**src/rtl/display_scan_ctrl_pkg.sv**
```systemverilog
// Shared constants for the seven-segment scan controller: FSM encoding,
// anode idle pattern, requester ids and the round-robin pick helper.
package display_pkg;

    localparam logic [1:0] ST_IDLE  = 2'd0;
    localparam logic [1:0] ST_ARB   = 2'd1;
    localparam logic [1:0] ST_BLANK = 2'd2;
    localparam logic [1:0] ST_SHOW  = 2'd3;

    localparam logic [3:0] AN_OFF = 4'b1111;

    localparam logic REQ_A = 1'b0;
    localparam logic REQ_B = 1'b1;

    // On a tie the requester that did not win last time gets the frame.
    function automatic logic rr_pick(input logic req_a, input logic req_b,
                                     input logic last_win);
        logic win;
        if (req_a && req_b) begin
            win = ~last_win;
        end else if (req_b) begin
            win = REQ_B;
        end else begin
            win = REQ_A;
        end
        return win;
    endfunction

endpackage

```
**src/rtl/display_scan_ctrl_hex_to_7seg.sv**
```systemverilog
// Hex nibble to seven-segment decoder, active-high segments ordered {g,f,e,d,c,b,a}.
module hex_to_7seg (
    input  logic [3:0] hex_i,
    output logic [6:0] seg_o
);

    always_comb begin
        seg_o = 7'h00;
        case (hex_i)
            4'h0: seg_o = 7'h3F;
            4'h1: seg_o = 7'h06;
            4'h2: seg_o = 7'h5B;
            4'h3: seg_o = 7'h4F;
            4'h4: seg_o = 7'h66;
            4'h5: seg_o = 7'h6D;
            4'h6: seg_o = 7'h7D;
            4'h7: seg_o = 7'h07;
            4'h8: seg_o = 7'h7F;
            4'h9: seg_o = 7'h6F;
            4'hA: seg_o = 7'h77;
            4'hB: seg_o = 7'h7C;
            4'hC: seg_o = 7'h39;
            4'hD: seg_o = 7'h5E;
            4'hE: seg_o = 7'h79;
            4'hF: seg_o = 7'h71;
            default: seg_o = 7'h00;
        endcase
    end

endmodule

```
**src/rtl/display_scan_ctrl.sv**
```systemverilog
// Round-robin arbitrated, frame-snapshotted 4-digit seven-segment scanner
// with a blanking gap before every digit.
module display_scan_ctrl
    import display_pkg::*;
#(
    parameter int CLK_DIV   = 50000,
    parameter int BLANK_CYC = 16
) (
    input  logic        clk,
    input  logic        rst_n,
    input  logic        en,
    input  logic        req_a,
    input  logic [15:0] data_a,
    input  logic        req_b,
    input  logic [15:0] data_b,
    output logic        grant_a,
    output logic        grant_b,
    output logic        frame_st,
    output logic [3:0]  an,
    output logic [6:0]  seg,
    output logic [1:0]  state_dbg
);

    // Sized for the longer of the two reload values so neither can wrap.
    localparam int CNT_MAX = (CLK_DIV > BLANK_CYC) ? CLK_DIV : BLANK_CYC;
    localparam int CNT_W   = $clog2(CNT_MAX + 1);
    localparam logic [CNT_W-1:0] DIV_LOAD   = CNT_W'(CLK_DIV - 1);
    localparam logic [CNT_W-1:0] BLANK_LOAD = CNT_W'(BLANK_CYC - 1);

    logic [1:0]       state_q, state_d;
    logic [CNT_W-1:0] cnt_q, cnt_d;
    logic [1:0]       idx_q, idx_d;
    logic [15:0]      frame_q, frame_d;
    logic             grant_a_q, grant_a_d;
    logic             grant_b_q, grant_b_d;
    logic             last_win_q, last_win_d;
    logic             frame_st_q, frame_st_d;
    logic [3:0]       an_q, an_d;
    logic             win;

    always_comb begin
        state_d    = state_q;
        cnt_d      = cnt_q;
        idx_d      = idx_q;
        frame_d    = frame_q;
        grant_a_d  = grant_a_q;
        grant_b_d  = grant_b_q;
        last_win_d = last_win_q;
        frame_st_d = 1'b0;
        win        = rr_pick(req_a, req_b, last_win_q);

        if (!en) begin
            state_d   = ST_IDLE;
            idx_d     = 2'd0;
            grant_a_d = 1'b0;
            grant_b_d = 1'b0;
        end else begin
            case (state_q)
                ST_IDLE: state_d = ST_ARB;
                ST_ARB: begin
                    grant_a_d  = (req_a || req_b) && (win == REQ_A);
                    grant_b_d  = (req_a || req_b) && (win == REQ_B);
                    if (req_a || req_b) begin
                        frame_d    = (win == REQ_A) ? data_a : data_b;
                        last_win_d = win;
                    end
                    idx_d      = 2'd0;
                    frame_st_d = 1'b1;
                    cnt_d      = BLANK_LOAD;
                    state_d    = ST_BLANK;
                end
                ST_BLANK: begin
                    if (cnt_q == '0) begin
                        cnt_d   = DIV_LOAD;
                        state_d = ST_SHOW;
                    end else begin
                        cnt_d = cnt_q - 1'b1;
                    end
                end
                ST_SHOW: begin
                    if (cnt_q != '0) begin
                        cnt_d = cnt_q - 1'b1;
                    end else if (idx_q != 2'd3) begin
                        idx_d   = idx_q + 1'b1;
                        cnt_d   = BLANK_LOAD;
                        state_d = ST_BLANK;
                    end else begin
                        state_d = ST_ARB;
                    end
                end
                default: state_d = ST_IDLE;
            endcase
        end

        // Anodes are registered from the next state so they never glitch.
        an_d = (state_d == ST_SHOW) ? ~(4'b0001 << idx_d) : AN_OFF;
    end

    always_ff @(posedge clk or negedge rst_n) begin
        if (!rst_n) begin
            state_q    <= ST_IDLE;
            cnt_q      <= '0;
            idx_q      <= 2'd0;
            frame_q    <= 16'h0000;
            grant_a_q  <= 1'b0;
            grant_b_q  <= 1'b0;
            last_win_q <= REQ_B;
            frame_st_q <= 1'b0;
            an_q       <= AN_OFF;
        end else begin
            state_q    <= state_d;
            cnt_q      <= cnt_d;
            idx_q      <= idx_d;
            frame_q    <= frame_d;
            grant_a_q  <= grant_a_d;
            grant_b_q  <= grant_b_d;
            last_win_q <= last_win_d;
            frame_st_q <= frame_st_d;
            an_q       <= an_d;
        end
    end

    hex_to_7seg u_hex_to_7seg (
        .hex_i (frame_q[{idx_q, 2'b00} +: 4]),
        .seg_o (seg)
    );

    assign grant_a   = grant_a_q;
    assign grant_b   = grant_b_q;
    assign frame_st  = frame_st_q;
    assign an        = an_q;
    assign state_dbg = state_q;

endmodule

```
**config.mk**
```make
export PLATFORM = sky130hd
export DESIGN_NAME = display_scan_ctrl
export DESIGN_NICKNAME = d
export VERILOG_FILES = /design/src/rtl/display_scan_ctrl_pkg.sv /design/src/rtl/display_scan_ctrl_hex_to_7seg.sv /design/src/rtl/display_scan_ctrl.sv
export SDC_FILE = /design/constraint.sdc
export NUM_CORES = 1
export LEC_CHECK = 0
export BUFFER_PORTS_ARGS = -buffer_cell sky130_fd_sc_hd__buf_2
export CAP_MARGIN = 20
export CORE_MARGIN = 2
export CORE_UTILIZATION = 33
export CTS_BUF_LIST = sky130_fd_sc_hd__clkbuf_4 sky130_fd_sc_hd__clkbuf_8
export DETAILED_ROUTE_END_ITERATION = 7
export PLACE_DENSITY = 0.61
export SLEW_MARGIN = 0
export SYNTH_ARGS = -nofsm -noshare
export SYNTH_HDL_FRONTEND = slang
export SYNTH_SLANG_ARGS = --single-unit
export TNS_END_PERCENT = 20
```
**constraint.sdc**
```tcl
create_clock -name clk -period 2.6 [get_ports clk]
set_input_delay 0.26 -clock clk [delete_from_list [all_inputs] [get_ports clk]]
set_output_delay 0.26 -clock clk [all_outputs]
set_load 0.02 [all_outputs]
```
==> impl_metrics.env, run 1 <==
export IMPL_status="finished, final reports clean"
export IMPL_cts_buffers=5
export IMPL_slew_violations=0
export IMPL_synth_nets=347
export IMPL_synthTopCellsByArea="dfrtp_1 (35%), mux2i_1 (6.1%), ha_1 (5.8%)"
export IMPL_cp_end_kind="output pin"
export IMPL_core_sq_mm=0.00822
export IMPL_fin_crit_sh_pct=97.6
export IMPL_gp_congestion=0.914
export IMPL_dr_wl_met3_microns=297
export IMPL_grt_max_degree=45
export IMPL_yosys_warnings=0
export IMPL_worst_slew_pin_slew_ps=1040
export IMPL_final_net_count=403
export IMPL_synth_top_flop_cell="dfrtp_1"
export IMPL_postSynthCellCount=297
export IMPL_finalCriticalPeriod_ps=2540
export IMPL_num_vias=2511
export IMPL_synth_commonest_cells="dfrtp_1 (39), o21ai_0 (31), nand2_1 (29)"
export IMPL_worstHoldStart="req_a"
export IMPL_syn_cell_area_sq_mm=0.00280
export IMPL_skew_ps=7.57
export IMPL_start_util_pct=34.1
export IMPL_firstDrtPassIters=4
export IMPL_clkTransAtPathRegs_ps=90
export IMPL_maxCapViolCount=0
export IMPL_r2r_start="cnt_q[0]$_DFFE_PN0P_"
export IMPL_hold_viol_final=0
export IMPL_tns_ps=0
export IMPL_root_buffer="clkbuf_8"
export IMPL_setup_worst_path_class="flip-flop to output pin"
export IMPL_setup_violations=0
export IMPL_synth_top_cell_area_share_pct=34.9
export IMPL_rr_worst_depth=7
export IMPL_clk_insertion_delay_late_ps=310
export IMPL_seq_area_sq_mm=0.00111
export IMPL_r2r_end="cnt_q[14]$_DFFE_PN0P_"
export IMPL_area_growth_synth_to_final_pct=20.1
export IMPL_io_buffers=52
export IMPL_gr_total_overflow=0
export IMPL_yosys_area_top_type="dfrtp_1"
export IMPL_drt_iter0_drc=213
export IMPL_yosysSeqAreaShare_pct=39.5
export IMPL_antenna_found_initial=0
export IMPL_top_layer="met4"
export IMPL_multi_input_area_sq_mm=0.00161
export IMPL_dpl_hpwl_microns=4890
export IMPL_fmax_mhz=394
export IMPL_grt_pass1_wl_microns=11200
export IMPL_synth_edff_count=0
export IMPL_routed_wl_microns=6720
export IMPL_synth_seq_cells=44
export IMPL_whs_path_depth=2
export IMPL_wl_per_cell_microns=14.6
export IMPL_synth_cell_types=60
export IMPL_postSynth_asyncResetShare_pct=100
export IMPL_ir_drop_mv=0.371
export IMPL_crit_arrival_ps=2280
export IMPL_avgSynthCellArea_sq_um=9.43
export IMPL_wl_met2_microns=3130
export IMPL_start_kind="flip-flop"
export IMPL_grt_util_all_layers_pct=15.5
export IMPL_numClockSinks=44
export IMPL_hold_class="input port to flip-flop"
export IMPL_cts_tree="built"
export IMPL_rsz0062_at_grt="yes"
export IMPL_holdPathEnd="last_win_q$_DFFE_PN1P_"
export IMPL_fin_util_pct=40.9
export IMPL_met1_length_microns=3200
export IMPL_postCtsSetupRepairBufs=0
export IMPL_vias_per_cell=5.47
export IMPL_critPathMaxFanout=12
export IMPL_cts_max_level=2
export IMPL_yosys_cell_count_top_type="dfrtp_1"
export IMPL_drive_gt1_share_pct=27.7
export IMPL_slew_headroom_pct=30.6
export IMPL_r2r_setup_slack_ps=230
export IMPL_cp_required_ps=2340
export IMPL_die_w_microns=96.1
export IMPL_num_rows=33
export IMPL_num_antenna_cells=0
export IMPL_cts_buffer_depth=2
export IMPL_p_leak_uw=0.00145
export IMPL_die_area_sq_mm=0.00924
export IMPL_powerDensity_mw_per_mm2=857
export IMPL_grt_pass1_vias=2369
export IMPL_ios=53
export IMPL_remaining_drc_errors=0
export IMPL_fp_dieH_microns=96.1
export IMPL_fillCellCount=798
export IMPL_ant_nets=0
worst max-delay path by stage:
stage                              start                     to  slack (ps)  cells past startpoint
global route          idx_q[0]$_DFF_PN0_                 seg[0]         -30                      6
finish                idx_q[0]$_DFF_PN0_                 seg[0]          60                      6
CTS                   idx_q[0]$_DFF_PN0_                 seg[3]           6                      7
global placement    cnt_q[0]$_DFFE_PN0P_  cnt_q[14]$_DFFE_PN0P_         320                      7
detailed placement  cnt_q[0]$_DFFE_PN0P_  cnt_q[14]$_DFFE_PN0P_         250                      7
floorplan             idx_q[0]$_DFF_PN0_                 seg[3]         110                      7
logic make-up after synthesis:
family / Yosys count / share of synthesized area (%)
flops: 44 / 39.5
xor+xnor: 4 / 1.25
fa+ha+maj: 13 / 5.81
buf+inv: 30 / 4.38
mux: 24 / 10.9
simple gates: 89 / 16.2
compound gates: 93 / 21.9
critical path: stages (launching register included):
cell and delay, ps:
dfrtp_2 420, buf_4 230, mux4_2 590, nor2b_2 210, a22o_1 230, a21oi_1 120
buf_2 180
registers in the layout, indices dropped and copies added (netlist names):
name / flops
grant_a: 1
grant_b: 1
idx_q: 2
cnt_q: 16
frame_st: 1
an: 4
state_dbg: 2
frame_q: 16
last_win_q: 1
what timing repair did:
action	in CTS	in global routing
hold buffers	0	1
hold endpoints to repair	0	3
gates cloned	0	1
resized for setup	1	9
setup endpoints to repair	2	3
area by class of cell:
class / count / area share [%]
clock buffers: 6 / 2.27
repair buffers: 62 / 10.6
inverters: 16 / 1.93
well taps: 105 / 3.91
clock inverters: 2 / 0.372
multi-input cells: 224 / 48.0
flip-flops and latches: 44 / 33.0
per-layer routing:
layer,GRT usage [%],up-vias
met3,2.11,9
met2,24.4,77
met1,21.7,1210
li1,-,1215
met4,5.83,0
met5,0,-
stage by stage:
step	setup slack, ps	total power (uW)	std cells	hold slack (ps)	area [sq um]
detailed placement	250	2380	448	465	3200
floorplan	111	1980	297	-35.6	2800
global route	-35.0	3120	459	149	3360
finish	62.4	2880	459	134	3360
CTS	5.56	2830	456	128	3290
global placement	319	2370	448	455	3200
where the power goes:
group	internal (uW)	total (uW)	switching, uW
clock	199	444	245
sequential	872	1010	141
combinational	571	1430	854
placed cells by master, fill, tap and decap left out, types with 3 or more instances in the layout:
cell type / instances
o211ai_1: 6
nor3_1: 6
mux2i_1: 17
inv_1: 14
nor2b_1: 3
buf_4: 8
clkbuf_8: 5
xnor2_1: 3
ha_1: 12
a22oi_1: 5
a2bb2oi_1: 3
a31oi_1: 5
dfstp_2: 5
a21oi_1: 15
o21ai_0: 31
o22ai_1: 3
and2_1: 4
a211oi_1: 3
nand3_1: 13
dfrtp_1: 38
nand2_1: 29
buf_2: 51
mux4_2: 5
nor2_1: 14
nor4_1: 3
(Power assumes the default switching activity.)
==> run 2, diff against run 1 <==
--- a/config.mk
+++ b/config.mk
@@ -5,7 +5,7 @@
 export SDC_FILE = /design/constraint.sdc
 export NUM_CORES = 1
 export LEC_CHECK = 0
-export BUFFER_PORTS_ARGS = -buffer_cell sky130_fd_sc_hd__buf_2
+export BUFFER_PORTS_ARGS = -buffer_cell sky130_fd_sc_hd__buf_4
 export CAP_MARGIN = 20
 export CORE_MARGIN = 2
 export CORE_UTILIZATION = 33
==> run 2 against run 1 <==
Against the previous run: setup slack improved by 30 ps; clock skew fell by 2.7 ps; register-to-register slack got worse by 20 ps; cell count did not move; sequential cell count did not move; global-route usage rose by 0.66 points; largest cell class unchanged.
==> impl_metrics.env, run 2 (same netlist as run 1, synthesis figures left out) <==
export IMPL_status="finished, final reports clean"
export IMPL_grt_pass1_vias=2488
export IMPL_hold_viol_final=0
export IMPL_area_growth_synth_to_final_pct=25.3
export IMPL_start_util_pct=34.1
export IMPL_ant_nets=0
export IMPL_cts_tree="built"
export IMPL_rsz0062_at_grt="yes"
export IMPL_vias_per_cell=5.41
export IMPL_drive_gt1_share_pct=27.4
export IMPL_path_delay_family="multiplexers"
export IMPL_fin_crit_sh_pct=96.4
export IMPL_p_leak_uw=0.00151
export IMPL_antenna_found_initial=0
export IMPL_cts_buffer_depth=2
export IMPL_remaining_drc_errors=0
export IMPL_num_vias=2485
export IMPL_cp_buffers_inverters=4
export IMPL_gr_total_overflow=0
export IMPL_hold_class="input port to flip-flop"
export IMPL_path_cells="mux4_2, inv_2, ha_1, inv_1, mux4_2, inv_1, buf_4"
export IMPL_ios=53
export IMPL_slew_violations=0
export IMPL_cts_max_level=2
export IMPL_grt_util_all_layers_pct=16.2
export IMPL_setup_worst_path_class="flip-flop to output pin"
export IMPL_powerDensity_mw_per_mm2=879
export IMPL_dp_slack_ps=244
export IMPL_grt_pass1_wl_microns=11700
export IMPL_routed_wl_microns=6930
export IMPL_fmax_mhz=399
export IMPL_slowest_stage="mux4_2"
export IMPL_timing_final_ws_setup_ps=92.8
export IMPL_finalCriticalPeriod_ps=2510
export IMPL_clk_insertion_delay_late_ps=310
export IMPL_clkTransAtPathRegs_ps=90
export IMPL_wl_per_cell_microns=15.1
export IMPL_slew_headroom_pct=53.3
export IMPL_final_net_count=403
export IMPL_io_buffers=52
export IMPL_layout_cells_most_common_list="buf_4 (59), dfrtp_1 (37), o21ai_0 (31)"
export IMPL_dpl_hpwl_microns=5110
export IMPL_die_area_sq_mm=0.00924
export IMPL_gp_congestion=0.853
export IMPL_num_rows=33
export IMPL_ir_drop_mv=0.343
export IMPL_setup_violations=0
export IMPL_start_kind="flip-flop"
export IMPL_fillCellCount=800
export IMPL_num_antenna_cells=0
export IMPL_postCtsSetupRepairBufs=0
export IMPL_cp_required_ps=2340
export IMPL_numClockSinks=44
export IMPL_die_w_microns=96.1
export IMPL_core_sq_mm=0.00822
export IMPL_worst_slew_pin_slew_ps=695
export IMPL_drt_iter0_drc=186
export IMPL_cts_buffers=5
export IMPL_skew_ps=4.86
export IMPL_critPathMaxFanout=5
export IMPL_power_uw=3080
export IMPL_final_common_cell="buf_4"
export IMPL_crit_arrival_ps=2250
export IMPL_maxCapViolCount=0
export IMPL_cp_end_kind="output pin"
export IMPL_fp_dieH_microns=96.1
export IMPL_slowest_delay_ps=590
export IMPL_firstDrtPassIters=4
export IMPL_root_buffer="clkbuf_8"
export IMPL_grt_max_degree=45
[run 2: cell count changes in the layout (fill, tap and decap cells not counted), sizes merged]
cell      change
bufinv        +1
clkinvlp      -1
[run 2: final cells by class]
class	count	area (sq um)	share of cell area (%)
Multi-Input combinational cell	224	1610	45.8
Sequential cell	44	1110	31.6
Timing Repair Buffer	62	479	13.7
Tap cell	105	131	3.74
Clock buffer	6	82.6	2.35
Inverter	16	60.1	1.71
Clock inverter	2	38.8	1.11
[run 2: repair_timing]
item,in CTS,in global routing
resized for setup,1,5
cloned,0,1
hold buffers,1,0
hold endpoints to repair,39,0
setup endpoints to repair,1,5
[run 2: metrics by stage]
step | TNS [ps] | std cells | instance area, sq um | hold slack [ps] | utilization [%]
after detailed placement | 0 | 448 | 3330 | 294 | 40.5
final | 0 | 459 | 3510 | 111 | 42.7
after CTS | 0 | 457 | 3460 | 114 | 42.1
after global routing | -10.4 | 459 | 3510 | 127 | 42.7
after floorplan | 0 | 297 | 2800 | -35.6 | -
after global placement | 0 | 448 | 3330 | 291 | 40.5
[run 2: power by group]
part | internal (uW) | switching [uW]
combinational | 641 | 860
clock | 314 | 249
sequential | 872 | 146
[run 2: metal layers]
metal	wire length (microns)	global-route usage, %	share of wire (%)
met3	333	2.51	4.8
met4	42	5.83	0.61
met5	0	0	0
met1	3320	22.2	48
met2	3230	25.9	47
[run 2: worst paths after layout]
path / startpoint / cells past startpoint / slack (ps) / endpoint
max: idx_q[0]$_DFF_PN0_ / 7 / 90 / seg[3]
min: req_a / 2 / 110 / last_win_q$_DFFE_PN1P_
max reg2reg: cnt_q[0]$_DFFE_PN0P_ / 7 / 210 / cnt_q[14]$_DFFE_PN0P_
min reg2reg: frame_q[12]$_DFFE_PN0P_ / 2 / 480 / frame_q[12]$_DFFE_PN0P_
max in group asynchronous: rst_n / 2 / 1710 / idx_q[1]$_DFF_PN0_
min in group asynchronous: rst_n / 2 / 480 / frame_q[5]$_DFFE_PN0P_
==> run 3, diff against run 2 <==
--- a/config.mk
+++ b/config.mk
@@ -8,10 +8,10 @@
 export BUFFER_PORTS_ARGS = -buffer_cell sky130_fd_sc_hd__buf_4
 export CAP_MARGIN = 20
 export CORE_MARGIN = 2
-export CORE_UTILIZATION = 33
+export CORE_UTILIZATION = 58
 export CTS_BUF_LIST = sky130_fd_sc_hd__clkbuf_4 sky130_fd_sc_hd__clkbuf_8
 export DETAILED_ROUTE_END_ITERATION = 7
-export PLACE_DENSITY = 0.61
+export PLACE_DENSITY = 0.92
 export SLEW_MARGIN = 0
 export SYNTH_ARGS = -nofsm -noshare
 export SYNTH_HDL_FRONTEND = slang
==> run 3 against run 2 <==
Against the previous run: register-to-register slack got worse by 20 ps; sequential power about the same; clock power decreased by 17%; clock skew increased by 2.7 ps; sequential share of layout area increased by 1.1 points; total power decreased by 2.3%; critical path depth decreased by 2; non-clock buffer count increased by 1; combinational power about the same; clock-buffer cell count increased by 1; via count increased by 6.8%; setup slack got worse by 15 ps; critical path type unchanged.
==> impl_metrics.env, run 3 (same netlist as run 1, synthesis figures left out) <==
export IMPL_drt_iter0_drc=210
export IMPL_whs_path_depth=2
export IMPL_start_util_pct=59.7
export IMPL_grt_pass1_wl_microns=12300
export IMPL_grt_pass1_vias=2511
export IMPL_crit_top_cell="mux4_2"
export IMPL_hold_class="input port to flip-flop"
export IMPL_path_cells="mux4_2, ha_1, mux4_2, inv_1, buf_4"
export IMPL_num_antenna_cells=0
export IMPL_dpl_hpwl_microns=5430
export IMPL_area_growth_synth_to_final_pct=21.0
export IMPL_routed_wl_microns=7480
export IMPL_fin_crit_sh_pct=97.0
export IMPL_holdWs_ps=137
export IMPL_skew_ps=7.53
export IMPL_firstDrtPassIters=6
export IMPL_endpoint="seg[3]"
export IMPL_num_rows=25
export IMPL_status="finished, final reports clean"
export IMPL_die_area_sq_mm=0.00540
export IMPL_ant_nets=0
export IMPL_numClockSinks=44
export IMPL_rsz0062_at_grt="yes"
export IMPL_root_buffer="clkbuf_8"
export IMPL_crit_arrival_ps=2260
export IMPL_fmax_mhz=397
export IMPL_gr_total_overflow=0
export IMPL_place_area_sq_mm=0.00327
export IMPL_wl_per_cell_microns=18.3
export IMPL_worst_slew_pin_slew_ps=682
export IMPL_power_uw=3010
export IMPL_final_common_cell="buf_4"
export IMPL_timing_final_ws_setup_ps=78.0
export IMPL_slowest_delay_ps=580
export IMPL_r2r_start="cnt_q[0]$_DFFE_PN0P_"
export IMPL_final_net_count=403
export IMPL_antenna_found_initial=0
export IMPL_maxCapViolCount=0
export IMPL_clk_insertion_delay_late_ps=300
export IMPL_p_leak_uw=0.00149
export IMPL_powerDensity_mw_per_mm2=889
export IMPL_drive_gt1_share_pct=27.1
export IMPL_grt_util_all_layers_pct=29.9
export IMPL_critPathMaxFanout=5
export IMPL_slew_violations=0
export IMPL_design_area_sq_mm=0.00339
export IMPL_core_sq_mm=0.00469
export IMPL_gp_congestion=0.962
export IMPL_fp_dieH_microns=73.5
export IMPL_cp_required_ps=2340
export IMPL_grt_max_degree=45
export IMPL_r2r_setup_slack_ps=190
export IMPL_rr_worst_depth=7
export IMPL_vias_per_cell=6.51
export IMPL_cp_end_kind="output pin"
export IMPL_die_w_microns=73.5
export IMPL_setup_worst_path_class="flip-flop to output pin"
export IMPL_slowest_stage="mux4_2"
export IMPL_setup_violations=0
export IMPL_hold_viol_final=0
export IMPL_ios=53
export IMPL_dp_slack_ps=270
export IMPL_ir_drop_mv=0.681
export IMPL_clkTransAtPathRegs_ps=90
export IMPL_cts_buffers=5
export IMPL_startpoint="idx_q[0]$_DFF_PN0_"
export IMPL_cts_max_level=2
export IMPL_cts_buffer_depth=2
export IMPL_layout_cells_most_common_list="buf_4 (61), dfrtp_1 (37), o21ai_0 (31)"
export IMPL_num_vias=2655
export IMPL_cts_tree="built"
export IMPL_io_buffers=52
export IMPL_remaining_drc_errors=0
export IMPL_slew_headroom_pct=54.1
export IMPL_r2r_end="cnt_q[14]$_DFFE_PN0P_"
export IMPL_finalCriticalPeriod_ps=2520
export IMPL_start_kind="flip-flop"
## run 3: worst min-delay path by stage
stage / start / to
floorplan: rst_n / cnt_q[0]$_DFFE_PN0P_
global placement: rst_n / frame_q[9]$_DFFE_PN0P_
detailed placement: rst_n / frame_q[7]$_DFFE_PN0P_
CTS: req_a / last_win_q$_DFFE_PN1P_
global route: req_a / last_win_q$_DFFE_PN1P_
finish: req_a / last_win_q$_DFFE_PN1P_
## run 3: routing by layer
metal | part of all wire (%) | track usage (%) | wire (microns)
met5 | 0 | 0 | 0
met4 | 2.0 | 8.89 | 147
met3 | 6.8 | 5.76 | 512
met2 | 50 | 49.6 | 3770
met1 | 41 | 39.9 | 3050
## run 3: worst max-delay path: cells and delay by family (launching register included)
kind       cells  cell delay (ps)
fa+ha+maj      1              290
flops          1              420
mux            2             1050
buf+inv        2              200
## run 3: cell type report
cell class                 instances  area, sq um
tap                               54         67.6
timing repair buffer              63          479
clock inverter                     1         7.51
fill                             331         1300
clock buffer                       7         90.1
sequential                        44         1110
inverter                          16         60.1
multi-input combinational        223         1570
## run 3: stage by stage
| step | utilization (%) | setup TNS, ps | cells |
|---|---|---|---|
| after CTS | 71.9 | 0 | 407 |
| after detailed placement | 69.6 | 0 | 398 |
| after global routing | 72.2 | -21.9 | 408 |
| final | 72.2 | 0 | 408 |
| after floorplan | - | 0 | 297 |
| after global placement | 69.6 | 0 | 398 |
## run 3: power by group
| group | switching, uW | internal, uW |
|---|---|---|
| combinational | 891 | 627 |
| sequential | 154 | 872 |
| clock | 242 | 227 |
| total | 1290 | 1730 |
## run 3: repair_timing
action | CTS | global route
hold buffers | 1 | 0
pin swaps | 0 | 0
buffers inserted | 0 | 1
endpoints found under the hold margin | 39 | 0
gates resized for setup | 1 | 4
setup endpoints to repair | 1 | 5
